$ cat config.mk
export PLATFORM = sky130hd
export DESIGN_NAME = vga_scan_ctrl
export DESIGN_NICKNAME = d
export VERILOG_FILES = /design/src/rtl/vga_scan_ctrl.sv
export SDC_FILE = /design/constraint.sdc
export NUM_CORES = 1
export LEC_CHECK = 0
export BUFFER_PORTS_ARGS = -buffer_cell sky130_fd_sc_hd__buf_4
export CAP_MARGIN = 5
export CELL_PAD_IN_SITES_DETAIL_PLACEMENT = 0
export CELL_PAD_IN_SITES_GLOBAL_PLACEMENT = 2
export CORE_ASPECT_RATIO = 0.8
export CORE_UTILIZATION = 29
export DETAILED_ROUTE_END_ITERATION = 16
export GPL_ROUTABILITY_DRIVEN = 0
export HOLD_SLACK_MARGIN = 0.12
export PLACE_DENSITY = 0.73
export RECOVER_POWER = 25
export REMOVE_ABC_BUFFERS = 1
export SYNTH_ARGS = -nofsm -noshare
export SYNTH_HDL_FRONTEND = slang
export SYNTH_SLANG_ARGS = --single-unit
$ cat constraint.sdc
create_clock -name clk -period 2.1 [get_ports clk]
set_input_delay 0.42 -clock clk [delete_from_list [all_inputs] [get_ports clk]]
set_output_delay 0.42 -clock clk [all_outputs]
set_load 0.01 [all_outputs]
$ cat src/rtl/vga_scan_ctrl.sv
// Parametrised VGA scan controller: pixel divider, h/v timing, windowed and
// scaled image ROM addressing, and a two-stage registered pixel pipeline.
module vga_scan_ctrl #(
    parameter int CLK_DIV  = 2,
    parameter int H_ACTIVE = 800,
    parameter int H_FP     = 56,
    parameter int H_SYNC   = 120,
    parameter int H_BP     = 64,
    parameter int V_ACTIVE = 600,
    parameter int V_FP     = 37,
    parameter int V_SYNC   = 6,
    parameter int V_BP     = 23,
    parameter int HS_POL   = 1,
    parameter int VS_POL   = 1,
    parameter int IMG_W    = 16,
    parameter int IMG_H    = 16,
    parameter int SCALE    = 0,
    parameter int X0       = 0,
    parameter int Y0       = 0,
    parameter int ADDR_W   = 8
) (
    input  logic              clk,
    input  logic              rst,
    input  logic              en,
    input  logic [11:0]       bg,
    input  logic [11:0]       rdata,
    output logic [ADDR_W-1:0] raddr,
    output logic              hs,
    output logic              vs,
    output logic              de,
    output logic [11:0]       prgb,
    output logic              frame_start
);

    localparam int H_TOT = H_ACTIVE + H_FP + H_SYNC + H_BP;
    localparam int V_TOT = V_ACTIVE + V_FP + V_SYNC + V_BP;
    localparam int DW    = $clog2(CLK_DIV);
    localparam int HW    = $clog2(H_TOT);
    localparam int VW    = $clog2(V_TOT);
    localparam int WIN_W = IMG_W << SCALE;
    localparam int WIN_H = IMG_H << SCALE;
    localparam logic HS_ACT = 1'(HS_POL);
    localparam logic VS_ACT = 1'(VS_POL);

    logic [DW-1:0] r_dcnt;
    logic [HW-1:0] r_hcnt;
    logic [VW-1:0] r_vcnt;
    logic          r_act1;
    logic          r_hs1;
    logic          r_vs1;
    logic          r_win1;

    logic w_pe;
    logic w_hEnd;
    logic w_vEnd;
    logic w_act;
    logic w_hsOn;
    logic w_vsOn;
    logic w_win;
    int   w_h;
    int   w_v;

    assign w_pe   = (r_dcnt == DW'(CLK_DIV - 1));
    assign w_hEnd = (r_hcnt == HW'(H_TOT - 1));
    assign w_vEnd = (r_vcnt == VW'(V_TOT - 1));
    assign w_h    = int'(r_hcnt);
    assign w_v    = int'(r_vcnt);
    assign w_act  = (w_h < H_ACTIVE) && (w_v < V_ACTIVE);
    assign w_hsOn = (w_h >= H_ACTIVE + H_FP) && (w_h < H_ACTIVE + H_FP + H_SYNC);
    assign w_vsOn = (w_v >= V_ACTIVE + V_FP) && (w_v < V_ACTIVE + V_FP + V_SYNC);
    // The window test includes w_act so parts hanging past the active area are never addressed
    assign w_win  = w_act && (w_h >= X0) && (w_h < X0 + WIN_W)
                          && (w_v >= Y0) && (w_v < Y0 + WIN_H);

    always_ff @(posedge clk) begin
        if (rst) begin
            r_dcnt      <= '0;
            r_hcnt      <= '0;
            r_vcnt      <= '0;
            frame_start <= 1'b0;
        end else begin
            frame_start <= 1'b0;
            r_dcnt      <= w_pe ? '0 : r_dcnt + 1'b1;
            if (w_pe) begin
                if (w_hEnd) begin
                    r_hcnt <= '0;
                    if (w_vEnd) begin
                        r_vcnt      <= '0;
                        frame_start <= 1'b1;
                    end else begin
                        r_vcnt <= r_vcnt + 1'b1;
                    end
                end else begin
                    r_hcnt <= r_hcnt + 1'b1;
                end
            end
        end
    end

    // Stage 1 issues the ROM address so rdata is settled by the next pixel edge
    always_ff @(posedge clk) begin
        if (rst) begin
            r_act1 <= 1'b0;
            r_hs1  <= ~HS_ACT;
            r_vs1  <= ~VS_ACT;
            r_win1 <= 1'b0;
            raddr  <= '0;
        end else if (w_pe) begin
            r_act1 <= w_act;
            r_hs1  <= w_hsOn ? HS_ACT : ~HS_ACT;
            r_vs1  <= w_vsOn ? VS_ACT : ~VS_ACT;
            r_win1 <= w_win;
            if (w_win) begin
                raddr <= ADDR_W'((((w_v - Y0) >> SCALE) * IMG_W) + ((w_h - X0) >> SCALE));
            end
        end
    end

    always_ff @(posedge clk) begin
        if (rst) begin
            hs   <= ~HS_ACT;
            vs   <= ~VS_ACT;
            de   <= 1'b0;
            prgb <= 12'h000;
        end else if (w_pe) begin
            hs <= r_hs1;
            vs <= r_vs1;
            de <= r_act1;
            if (!r_act1 || !en) begin
                prgb <= 12'h000;
            end else if (r_win1) begin
                prgb <= rdata;
            end else begin
                prgb <= bg;
            end
        end
    end

endmodule
== Word-level counts from Yosys, hierarchy flattened ==
Index checks and enable logic that the tools add are counted.
Word-level totals
  ROM bits: 0
  register bits: 50
  logic and storage cells: 52
  RAM bits: 0
  input bits: 27
  memories: 0
  latch bits: 0
Operators by class
  multipliers: 0
  bitwise logic cells: 2
  shift-type cells: 0
  $add $sub $neg: 4
  divide/modulo/power cells: 0
  multiplexer cells: 7
  reductions and logical operators: 14
  order comparisons: 10
  equality and inequality tests: 2
Operator list (number)
  12-bit 2-to-1 mux: 2
  11-bit by 10-bit < comparator with 1-bit output (second input constant): 2
  10-bit < comparator (second input constant): 2
  11-bit by 1-bit adder with 11-bit output (second input constant): 1
  11-bit equality test (second input constant): 1
  11-bit by 1-bit >= comparator with 1-bit output (second input constant): 1
  11-bit by 10-bit >= comparator with 1-bit output (second input constant): 1
  11-bit by 5-bit < comparator with 1-bit output (second input constant): 1
  11-bit 2-to-1 mux: 1
  10-bit by 1-bit adder with 10-bit output (second input constant): 1
  10-bit equality test (second input constant): 1
  10-bit by 1-bit >= comparator with 1-bit output (second input constant): 1
  10-bit >= comparator (second input constant): 1
  10-bit by 5-bit < comparator with 1-bit output (second input constant): 1
  10-bit 2-to-1 mux: 1
  8-bit adder: 1
  1-bit logical AND: 7
  2-bit AND reduction: 2
  1-bit 2-to-1 mux: 3
  3-bit OR reduction: 1
  1-bit zero test: 2
  1-bit inverter: 2
  2-bit OR reduction: 1
  1-bit adder (second input constant): 1
  1-bit logical OR: 1

== Logic depth before layout (Yosys ltp) ==
Gate-level depths: netlist of the first run.
  word-level depth: 7
  depth in mapped cells: 7
  mapped depth without buffers: 6

== Worst setup path before layout of the first run ==
Ideal clock, no wire load.
  kind: flip-flop to flip-flop
  start: register r_hcnt[0]
  end: register r_vcnt[8]
  arrival: 1.604 ns
  buffers on the path: 1
  data required time: 2.030 ns
  stages on the path, launching flop included: 7
  slack: 0.426 ns
  setup time: 0.070 ns
  cell sequence: dfxtp_1 > ha_1 > and4_1 > clkbuf_2 > nand4_1 > or4_1 > a21oi_1
Between the ends
  word-level cells in the longest chain between the ends: 2
RTL lines
  start: declaration: RTL line 46  | logic [HW-1:0] r_hcnt;
  start signal: assignment: RTL line 94  | r_hcnt <= r_hcnt + 1'b1;
  11-bit equality test: RTL line 64  | assign w_hEnd = (r_hcnt == HW'(H_TOT - 1));
  2-bit AND reduction (no source line)
  end signal: assignment: RTL line 91  | r_vcnt <= r_vcnt + 1'b1;
  end: declaration: RTL line 47  | logic [VW-1:0] r_vcnt;
No other way between the ends.
A chain may end at the register's enable or synchronous reset.

== Final worst setup path of the first run ==
  start: register r_hcnt[1]
  end: register r_vcnt[8]
Same word-level chain as after synthesis.

==> run_results.csv, run 1 <==
group,metric,value,unit
clock_network,clk_pin_slew,0.10,ns
setup_path,cp-end-kind,"flip-flop",
cells_and_area,fin_util,38.2,%
hold_path,min-delay-start,"bg[1]",
timing,rsz0062_at_grt,"false",
pwr,power.density,624,nW/um^2
global_routing,grt_use_met2,20.6,%
clock_network,cts_hold_buf,0,
timing,period_minus_slack,1.93,ns
timing,fin_crit_sh,92.1,%
global_routing,top_usage_layer,"met1",
cells_and_area,drive_gt1_share,16.9,%
hold_path,holdPathEnd,"prgb[1]$_SDFFE_PP0P_",
setup_path,r2r-start,"r_hcnt[1]$_SDFFE_PP0P_",
timing,finalMaxSlewViolations,0,
die,start_util,30.8,%
die,dieArea,8450,um^2
hold_path,hold_class,"input port to flip-flop",
die,io_pins,51,
timing,finalHoldViolCount,0,
job,cap_viol_max_count,0,
clock_network,numClockSinks,50,
cells_and_area,layout_common_cells,"dfxtp_1 (50), buf_4 (42), nor2_1 (30)",
cells_and_area,antenna_cells,0,
die,rows,28,
route,drt_iter0_drc,53,
setup_path,r2r_end,"r_vcnt[8]$_SDFFE_PP0P_",
route,antenna_left,0,
clock_network,cts.path.max_buffers,2,
placement,dpl.hpwl,4310,um
setup_path,crit_arrival,2.17,ns
route,wl,5860,um
logic_synthesis,yosysWarnings,0,
logic_synthesis,ys_ff_latch,50,
cells_and_area,layout_commonest_cell,"dfxtp_1",
pwr,p_total,1.81,mW
timing,tightest_slew,0.881,ns
clock_network,cts-root-buf,"clkbuf_8",
global_routing,grt.total_usage,14.8,%
timing,fin_worst_skew,0.00753,ns
setup_path,worstSetupPathType,"flip-flop to flip-flop",
global_routing,globalRouteOverflowTotal,0,
die,die_w,103,um
setup_path,r2r_cells,5,
route,vias_per_cell,4.68,
timing,setup_violations,0,
setup_path,cp_max_fo,7,
setup_path,reg2reg_slack,0.17,ns
pwr,p_leak,1.12,nW
pwr,max-vdd-ir-drop,0.227,mV
placement,port_buffers,50,
cells_and_area,final_nets,349,
clock_network,clk_latency,0.31,ns
logic_synthesis,syn_area_per_cell,8.98,um^2
clock_network,post_cts_buffers,0,
logic_synthesis,ys.flop_type,"dfxtp_1",
die,core_area,7600,um^2
logic_synthesis,synth_edf_count,0,
global_routing,first_global_vias,1810,
route,first_pass_iters,4,
cells_and_area,syn2layout_area_growth,24.0,%
route,wl_per_cell,14.0,um
route,drc,0,
clock_network,cts-htree-levels,2,
route,vias,1959,
global_routing,grt_max_degree,24,
clock_network,cts_tree,"built",
timing,max_freq,0.517,GHz
die,die_h,82.4,um
setup_path,required,2.34,ns
hold_path,min_path_cells,3,
logic_synthesis,synth_cells,261,
global_routing,antenna_found_initial,0,
setup_path,worstSetupStartpointType,"flip-flop",
logic_synthesis,synthDistinctLibCells,40,
timing,max_slew_margin,41.0,%
logic_synthesis,mappedNetlistArea,2340,um^2
timing,fin_setup_tns,0,ns
global_routing,grt_util_met3,3.03,%
global_routing,use_met1,22.5,%
logic_synthesis,yosysSeqAreaShare,42.7,%
clock_network,numCtsBuffers,5,
logic_synthesis,async_reset_ff_share,0,%
global_routing,grt_pass1_wl,9450,um
status,outcome,"finished, final reports clean",
clock_network,cts_resized,0,
==> critical path: stages (launching register included) <==
cell and delay, ns:
dfxtp_1 0.43, ha_1 0.28, and4_1 0.39, nand4_1 0.18, or4_1 0.43, a21oi_1 0.16
==> state kept, by name, summed over array words and instances, names as in the netlist <==
| register | flops |
|---|---|
| de | 1 |
| frame_start | 1 |
| hs | 1 |
| prgb | 12 |
| r_act1 | 1 |
| r_dcnt | 1 |
| r_hcnt | 11 |
| r_hs1 | 1 |
| r_vcnt | 10 |
| r_vs1 | 1 |
| r_win1 | 1 |
| raddr | 8 |
| vs | 1 |
==> kinds of logic (layout without fill, tap and decap cells) <==
logic type                 count (synthesis)  after routing  synth area share (%)
DFF                                       50             50                  42.7
AOI/OAI and AO/OA                         40             40                  9.71
adders and majority gates                  9              9                  5.12
xor gates and xnor gates                  17             17                  6.35
muxes                                     23             23                  9.82
and+or+nand+nor                           99             99                  22.4
buffers and inverters                     23             76                  3.95
==> Yosys cell counts, types with 2 or more instances <==
cell / n / area (um^2)
buf_2: 4 / 20.0
nand3_1: 5 / 25.0
xor2_1: 6 / 52.6
clkbuf_1: 6 / 22.5
o21ai_0: 19 / 95.1
nand2b_1: 6 / 37.5
xnor2_1: 11 / 96.3
ha_1: 8 / 100
and4_1: 2 / 17.5
dfxtp_1: 50 / 1000
nor4b_1: 2 / 17.5
nand2_1: 19 / 71.3
nor3_1: 7 / 35.0
buf_1: 2 / 7.51
and2_1: 2 / 12.5
and3_1: 2 / 12.5
mux2i_1: 23 / 230
nor2_1: 30 / 113
or3_1: 3 / 18.8
a21oi_1: 13 / 65.1
nand4_1: 13 / 81.3
inv_1: 10 / 37.5
==> where the power goes <==
part | leakage, nW | internal, mW | switching [mW]
Clock | 0.0514 | 0.356 | 0.332
Combinational | 0.661 | 0.0772 | 0.0679
Sequential | 0.404 | 0.963 | 0.0176
Total | 1.12 | 1.40 | 0.418
==> layout make-up <==
type	instances	area [um^2]
timing repair buffer	58	375
tap	105	131
clock inverter	2	37.5
clock buffer	6	72.6
fill	813	4700
multi-input combinational	188	1250
sequential	50	1000
inverter	10	37.5
==> how the worst max path moves through the flow <==
stage                                      start                      to  depth (start not counted)
final                     r_hcnt[1]$_SDFFE_PP0P_  r_vcnt[8]$_SDFFE_PP0P_                          5
after global placement    r_hcnt[1]$_SDFFE_PP0P_  r_vcnt[2]$_SDFFE_PP0P_                          5
after global routing      r_hcnt[1]$_SDFFE_PP0P_  r_vcnt[8]$_SDFFE_PP0P_                          5
after CTS                 r_hcnt[1]$_SDFFE_PP0P_  r_vcnt[1]$_SDFFE_PP0P_                          5
after floorplan                r_dcnt$_SDFF_PP0_   raddr[5]$_SDFFE_PP0P_                          4
after detailed placement  r_hcnt[1]$_SDFFE_PP0P_  r_vcnt[1]$_SDFFE_PP0P_                          5
==> stage by stage <==
stage | hold WS, ns | area, um^2 | setup WS [ns] | cells
floorplan | 0.440 | 2290 | 0.0319 | 248
CTS | 0.382 | 2970 | 0.200 | 419
global route | 0.378 | 2910 | 0.00483 | 419
global placement | 0.438 | 2860 | 0.300 | 411
detailed placement | 0.443 | 2860 | 0.219 | 411
finish | 0.381 | 2910 | 0.165 | 419
==> metal layers <==
| layer | part of all wire (%) | up-vias |
|---|---|---|
| met4 | 1.0 | 0 |
| met5 | 0 | - |
| met2 | 42 | 28 |
| met1 | 53 | 917 |
| li1 | - | 1009 |
| met3 | 3.6 | 5 |
No activity file was read; power rests on OpenSTA's default activity.
==> run 2: changes to the inputs <==
RECOVER_POWER = 50   (was 25)
REMOVE_ABC_BUFFERS = not set   (was 1)
==> run 2 against run 1 <==
Design area is 1.0% lower; critical path depth stayed put; die area stayed put; highest routed layer unchanged; via count is 2.0% lower; hold slack better by 0.0071 ns; fmax is 3.1% higher.
==> run_results.csv, run 2 (synthesis gave the netlist of run 1 again) <==
group,metric,value,unit
route,drc,0,
setup_path,cp_num_cells,5,
setup_path,crit_chain,"ha_1 -> and4_1 -> nand4_1 -> or3_1 -> a21oi_1",
clock_network,cts_resized,0,
pwr,seq_power_share,54.8,%
status,outcome,"finished, final reports clean",
pwr,p_comb_share,7.7,%
die,start_util,30.8,%
setup_path,worstSetupPathType,"flip-flop to flip-flop",
route,drt_iter0_drc,109,
placement,preCtsSetupSlack,0.265,ns
timing,setup_slack,0.224,ns
cells_and_area,drive_gt1_share,14.3,%
pwr,p_sw_share,22.3,%
setup_path,cp_num_buf_inv,0,
route,vias_per_cell,4.58,
logic_synthesis,syn-num-nets,297,
timing,finalMaxSlewViolations,0,
clock_network,clk_pin_slew,0.09,ns
cells_and_area,largest_register_ffs,12,
cells_and_area,regMostFlops,"prgb",
route,wl_per_cell,13.7,um
pwr,p_total,1.79,mW
global_routing,first_global_vias,1786,
clock_network,numClockSinks,50,
clock_network,clk_latency,0.30,ns
clock_network,cts.path.max_buffers,2,
global_routing,grt_pass1_wl,9250,um
die,io_pins,51,
setup_path,path_delay_family,"simple AND/OR/NAND/NOR gates",
pwr,power.density,623,nW/um^2
setup_path,cp_max_fo,7,
cells_and_area,antenna_cells,0,
cells_and_area,final_nets,349,
clock_network,cts_tree,"built",
pwr,internal-power,1.39,mW
setup_path,critPathMaxStageDelay,0.44,ns
timing,hold_slack,0.388,ns
global_routing,grt.total_usage,14.4,%
setup_path,crit_arrival,2.11,ns
route,antenna_left,0,
setup_path,worstSetupStartpointType,"flip-flop",
pwr,p_leak,1.08,nW
cells_and_area,layout_common_cells,"dfxtp_1 (50), buf_4 (34), nor2_1 (30)",
cells_and_area,fillers,802,
route,first_pass_iters,4,
setup_path,cp-end-kind,"flip-flop",
clock_network,cts-root-buf,"clkbuf_8",
pwr,p_switching,400,uW
job,cap_viol_max_count,0,
timing,rsz0062_at_grt,"false",
route,vias,1919,
timing,finalHoldViolCount,0,
setup_path,r2r_cells,5,
timing,fin_setup_tns,0,ns
pwr,clkPwrFrac,37.5,%
global_routing,antenna_found_initial,0,
hold_path,min-delay-start,"bg[10]",
die,rows,28,
timing,setup_violations,0,
die,die_w,103,um
pwr,max-vdd-ir-drop,0.268,mV
clock_network,numCtsBuffers,5,
placement,dpl.hpwl,4280,um
cells_and_area,fin_util,37.8,%
die,core_area,7600,um^2
timing,tightest_slew,1.00,ns
setup_path,reg2reg_slack,0.22,ns
hold_path,min_path_cells,3,
global_routing,grt_max_degree,24,
clock_network,cts_hold_buf,0,
hold_path,hold_class,"input port to flip-flop",
timing,max_freq,0.533,GHz
clock_network,post_cts_buffers,0,
die,die_h,82.4,um
hold_path,holdPathEnd,"prgb[10]$_SDFFE_PP0P_",
clock_network,cts-htree-levels,2,
die,dieArea,8450,um^2
timing,fin_crit_sh,89.3,%
timing,max_slew_margin,32.9,%
timing,period_minus_slack,1.88,ns
cells_and_area,syn2layout_area_growth,22.7,%
timing,fin_worst_skew,0.00844,ns
setup_path,r2r-start,"r_hcnt[1]$_SDFFE_PP0P_",
setup_path,r2r_end,"r_vcnt[9]$_SDFFE_PP0P_",
cells_and_area,largestRegisters,"prgb: 12 flops, r_hcnt: 11 flops, r_vcnt: 10 flops",
setup_path,slowest_stage,"dfxtp_1",
global_routing,globalRouteOverflowTotal,0,
placement,port_buffers,50,
route,wl,5740,um
setup_path,required,2.34,ns
cells_and_area,layout_commonest_cell,"dfxtp_1",
run 2: cell type report:
type	count	area [um^2]	share of cell area, %
multi-input combinational	188	1250	43.5
inverter	10	37.5	1.30
sequential	50	1000	34.8
timing repair buffer	58	345	12.0
clock inverter	2	37.5	1.30
tap	105	131	4.57
clock buffer	6	72.6	2.52
run 2: worst max-delay path by stage:
stage,slack (ns),to,start
final,0.22,r_vcnt[9]$_SDFFE_PP0P_,r_hcnt[1]$_SDFFE_PP0P_
after detailed placement,0.26,r_vcnt[9]$_SDFFE_PP0P_,r_hcnt[1]$_SDFFE_PP0P_
after CTS,0.24,r_vcnt[9]$_SDFFE_PP0P_,r_hcnt[1]$_SDFFE_PP0P_
after global routing,0.06,r_vcnt[9]$_SDFFE_PP0P_,r_hcnt[1]$_SDFFE_PP0P_
after floorplan,0.43,r_vcnt[8]$_SDFFE_PP0P_,r_hcnt[0]$_SDFFE_PP0P_
after global placement,0.27,raddr[0]$_SDFFE_PP0P_,r_hcnt[5]$_SDFFE_PP0P_
run 2: worst min-delay path: cells and delay by family:
kind	cells	cell delay [ns]
buf+inv	1	0.08
mux	1	0.05
compound gates	1	0.12
run 2: per-stage QoR:
stage	std cells	area, um^2
finish	419	2880
CTS	419	2970
global route	419	2880
detailed placement	411	2860
floorplan	261	2340
global placement	411	2860
run 2: power groups by stage:
| stage | clock network (mW) | logic (mW) | registers, mW |
|---|---|---|---|
| 3_5_place_dp | 0 | 0.144 | 1.01 |
| 4_1_cts | 0.707 | 0.144 | 0.983 |
| 6_report | 0.672 | 0.138 | 0.982 |
| 5_1_grt | 0.740 | 0.154 | 0.985 |
| 3_3_place_gp | 0 | 0.146 | 1.00 |
| 2_1_floorplan | 0 | 0.0785 | 0.999 |
run 2: per-layer routing:
layer	GRT usage, %	share of wire (%)	vias up	wire [um]
met5	0	0	-	0
met4	4.71	1.0	0	59
met3	2.78	2.9	5	164
met2	20.2	41	22	2370
met1	21.7	55	885	3150
li1	-	-	1007	-
==> run 3: changes to the inputs <==
PLACE_DENSITY = 0.79   (was 0.73)
==> run 3 against run 2 <==
Utilization decreased by 0.16 points; highest routed layer unchanged; clock power decreased by 15%; flip-flop and latch count unchanged; critical endpoint unchanged; via count increased by 2.7%; worst setup slack got worse by 0.018 ns; sequential share of layout area increased by 0.15 points; combinational power about the same.
==> run_results.csv, run 3 (synthesis gave the netlist of run 1 again) <==
group,metric,value,unit
status,outcome,"finished, final reports clean",
clock_network,cts.path.max_buffers,2,
clock_network,cts_tree,"built",
cells_and_area,final_cells,419,
setup_path,cp-end-kind,"flip-flop",
cells_and_area,drive_gt1_share,15.0,%
placement,port_buffers,50,
cells_and_area,multi_input_area,1260,um^2
job,cap_viol_max_count,0,
placement,placed_area,2860,um^2
global_routing,grt.total_usage,13.8,%
setup_path,r2r-start,"r_hcnt[0]$_SDFFE_PP0P_",
timing,fin_setup_tns,0,ns
cells_and_area,layout_commonest_cell,"dfxtp_1",
timing,max_slew_margin,41.3,%
setup_path,critPathMaxStageDelay,0.46,ns
cells_and_area,fillers,835,
setup_path,r2r_cells,5,
placement,placedCellCount,411,
timing,finalMaxSlewViolations,0,
setup_path,reg2reg_slack,0.21,ns
timing,setup_violations,0,
route,first_pass_iters,4,
die,rows,28,
logic_synthesis,syn-num-nets,297,
cells_and_area,largest_register_ffs,12,
die,io_pins,51,
timing,finalHoldViolCount,0,
clock_network,cts_hold_buf,0,
clock_network,numCtsBuffers,5,
setup_path,r2r_end,"r_vcnt[9]$_SDFFE_PP0P_",
route,vias_per_cell,4.70,
global_routing,first_global_vias,1669,
setup_path,crit_arrival,2.13,ns
clock_network,post_cts_buffers,0,
clock_network,clk_pin_slew,0.10,ns
cells_and_area,fin_util,37.7,%
route,drt_iter0_drc,91,
setup_path,worstSetupPathType,"flip-flop to flip-flop",
hold_path,holdPathEnd,"prgb[5]$_SDFFE_PP0P_",
die,die_h,82.4,um
setup_path,cp_max_fo,7,
timing,max_freq,0.528,GHz
clock_network,cts-htree-levels,2,
hold_path,min-delay-start,"bg[5]",
hold_path,hold_class,"input port to flip-flop",
cells_and_area,regMostFlops,"prgb",
timing,fin_crit_sh,90.2,%
placement,dpl.hpwl,4180,um
cells_and_area,syn2layout_area_growth,22.1,%
clock_network,cts_resized,0,
pwr,power.density,590,nW/um^2
global_routing,grt_max_degree,24,
pwr,p_leak,1.07,nW
cells_and_area,largestRegisters,"prgb: 12 flops, r_hcnt: 11 flops, r_vcnt: 10 flops",
die,core_area,7600,um^2
timing,rsz0062_at_grt,"false",
cells_and_area,seqCellArea,1000,um^2
die,dieArea,8450,um^2
global_routing,grt_pass1_wl,8700,um
global_routing,globalRouteOverflowTotal,0,
setup_path,slowest_stage,"dfxtp_1",
route,wl_per_cell,13.4,um
timing,setup_slack,0.206,ns
hold_path,min_path_cells,3,
die,start_util,30.8,%
die,die_w,103,um
timing,tightest_slew,0.878,ns
timing,hold_slack,0.385,ns
setup_path,required,2.34,ns
cells_and_area,final_area,2860,um^2
clock_network,clk_latency,0.31,ns
setup_path,crit_chain,"ha_1 -> and4_2 -> nand4_1 -> or3_1 -> a21oi_1",
route,wl,5590,um
global_routing,antenna_found_initial,0,
timing,period_minus_slack,1.89,ns
clock_network,numClockSinks,50,
placement,preCtsSetupSlack,0.135,ns
cells_and_area,final_nets,349,
timing,fin_worst_skew,0.00886,ns
pwr,max-vdd-ir-drop,0.256,mV
clock_network,cts-root-buf,"clkbuf_8",
cells_and_area,layout_common_cells,"dfxtp_1 (50), buf_4 (33), nor2_1 (30)",
setup_path,worstSetupStartpointType,"flip-flop",
route,vias,1970,
cells_and_area,antenna_cells,0,
route,drc,0,
pwr,p_total,1.69,mW
route,antenna_left,0,
run 3: cell count changes in the layout (fill, tap and decap cells not counted), sizes merged:
cell / delta
buf: -1
bufinv: -1
clkinv: +2
run 3: power by group:
part           total [mW]  switching, mW  internal (mW)
clock               0.571          0.336          0.235
sequential          0.982         0.0195          0.963
combinational       0.137         0.0639         0.0728
total                1.69          0.419           1.27
run 3: final cells by class:
class                      instances  share of cell area, %
tap                              105                   4.59
timing repair buffer              58                   11.9
clock buffer                       5                   2.40
inverter                          10                   1.31
clock inverter                     3                  0.743
multi-input combinational        188                   44.1
sequential                        50                   34.9
run 3: worst max-delay path by stage:
stage	from	to	slack, ns
2_1_floorplan	r_hcnt[0]$_SDFFE_PP0P_	r_vcnt[8]$_SDFFE_PP0P_	0.43
3_3_place_gp	r_hcnt[0]$_SDFFE_PP0P_	r_vcnt[9]$_SDFFE_PP0P_	0.21
3_5_place_dp	r_hcnt[0]$_SDFFE_PP0P_	r_vcnt[3]$_SDFFE_PP0P_	0.13
4_1_cts	r_hcnt[0]$_SDFFE_PP0P_	r_vcnt[3]$_SDFFE_PP0P_	0.11
5_1_grt	r_hcnt[0]$_SDFFE_PP0P_	r_vcnt[9]$_SDFFE_PP0P_	0.02
6_report	r_hcnt[0]$_SDFFE_PP0P_	r_vcnt[9]$_SDFFE_PP0P_	0.21
run 3: metal layers:
metal,track usage (%),vias up,wire length (um)
met2,17.8,47,2180
met1,21.6,908,3110
met3,2.86,7,227
li1,-,1008,-
met4,5.14,0,77
met5,0,-,0
run 3: worst max-delay path: cells and delay by family (launching register included):
| family | cells | cell delay, ns |
|---|---|---|
| compound gates | 1 | 0.14 |
| simple gates | 3 | 0.95 |
| fa+ha+maj | 1 | 0.28 |
| flops | 1 | 0.46 |
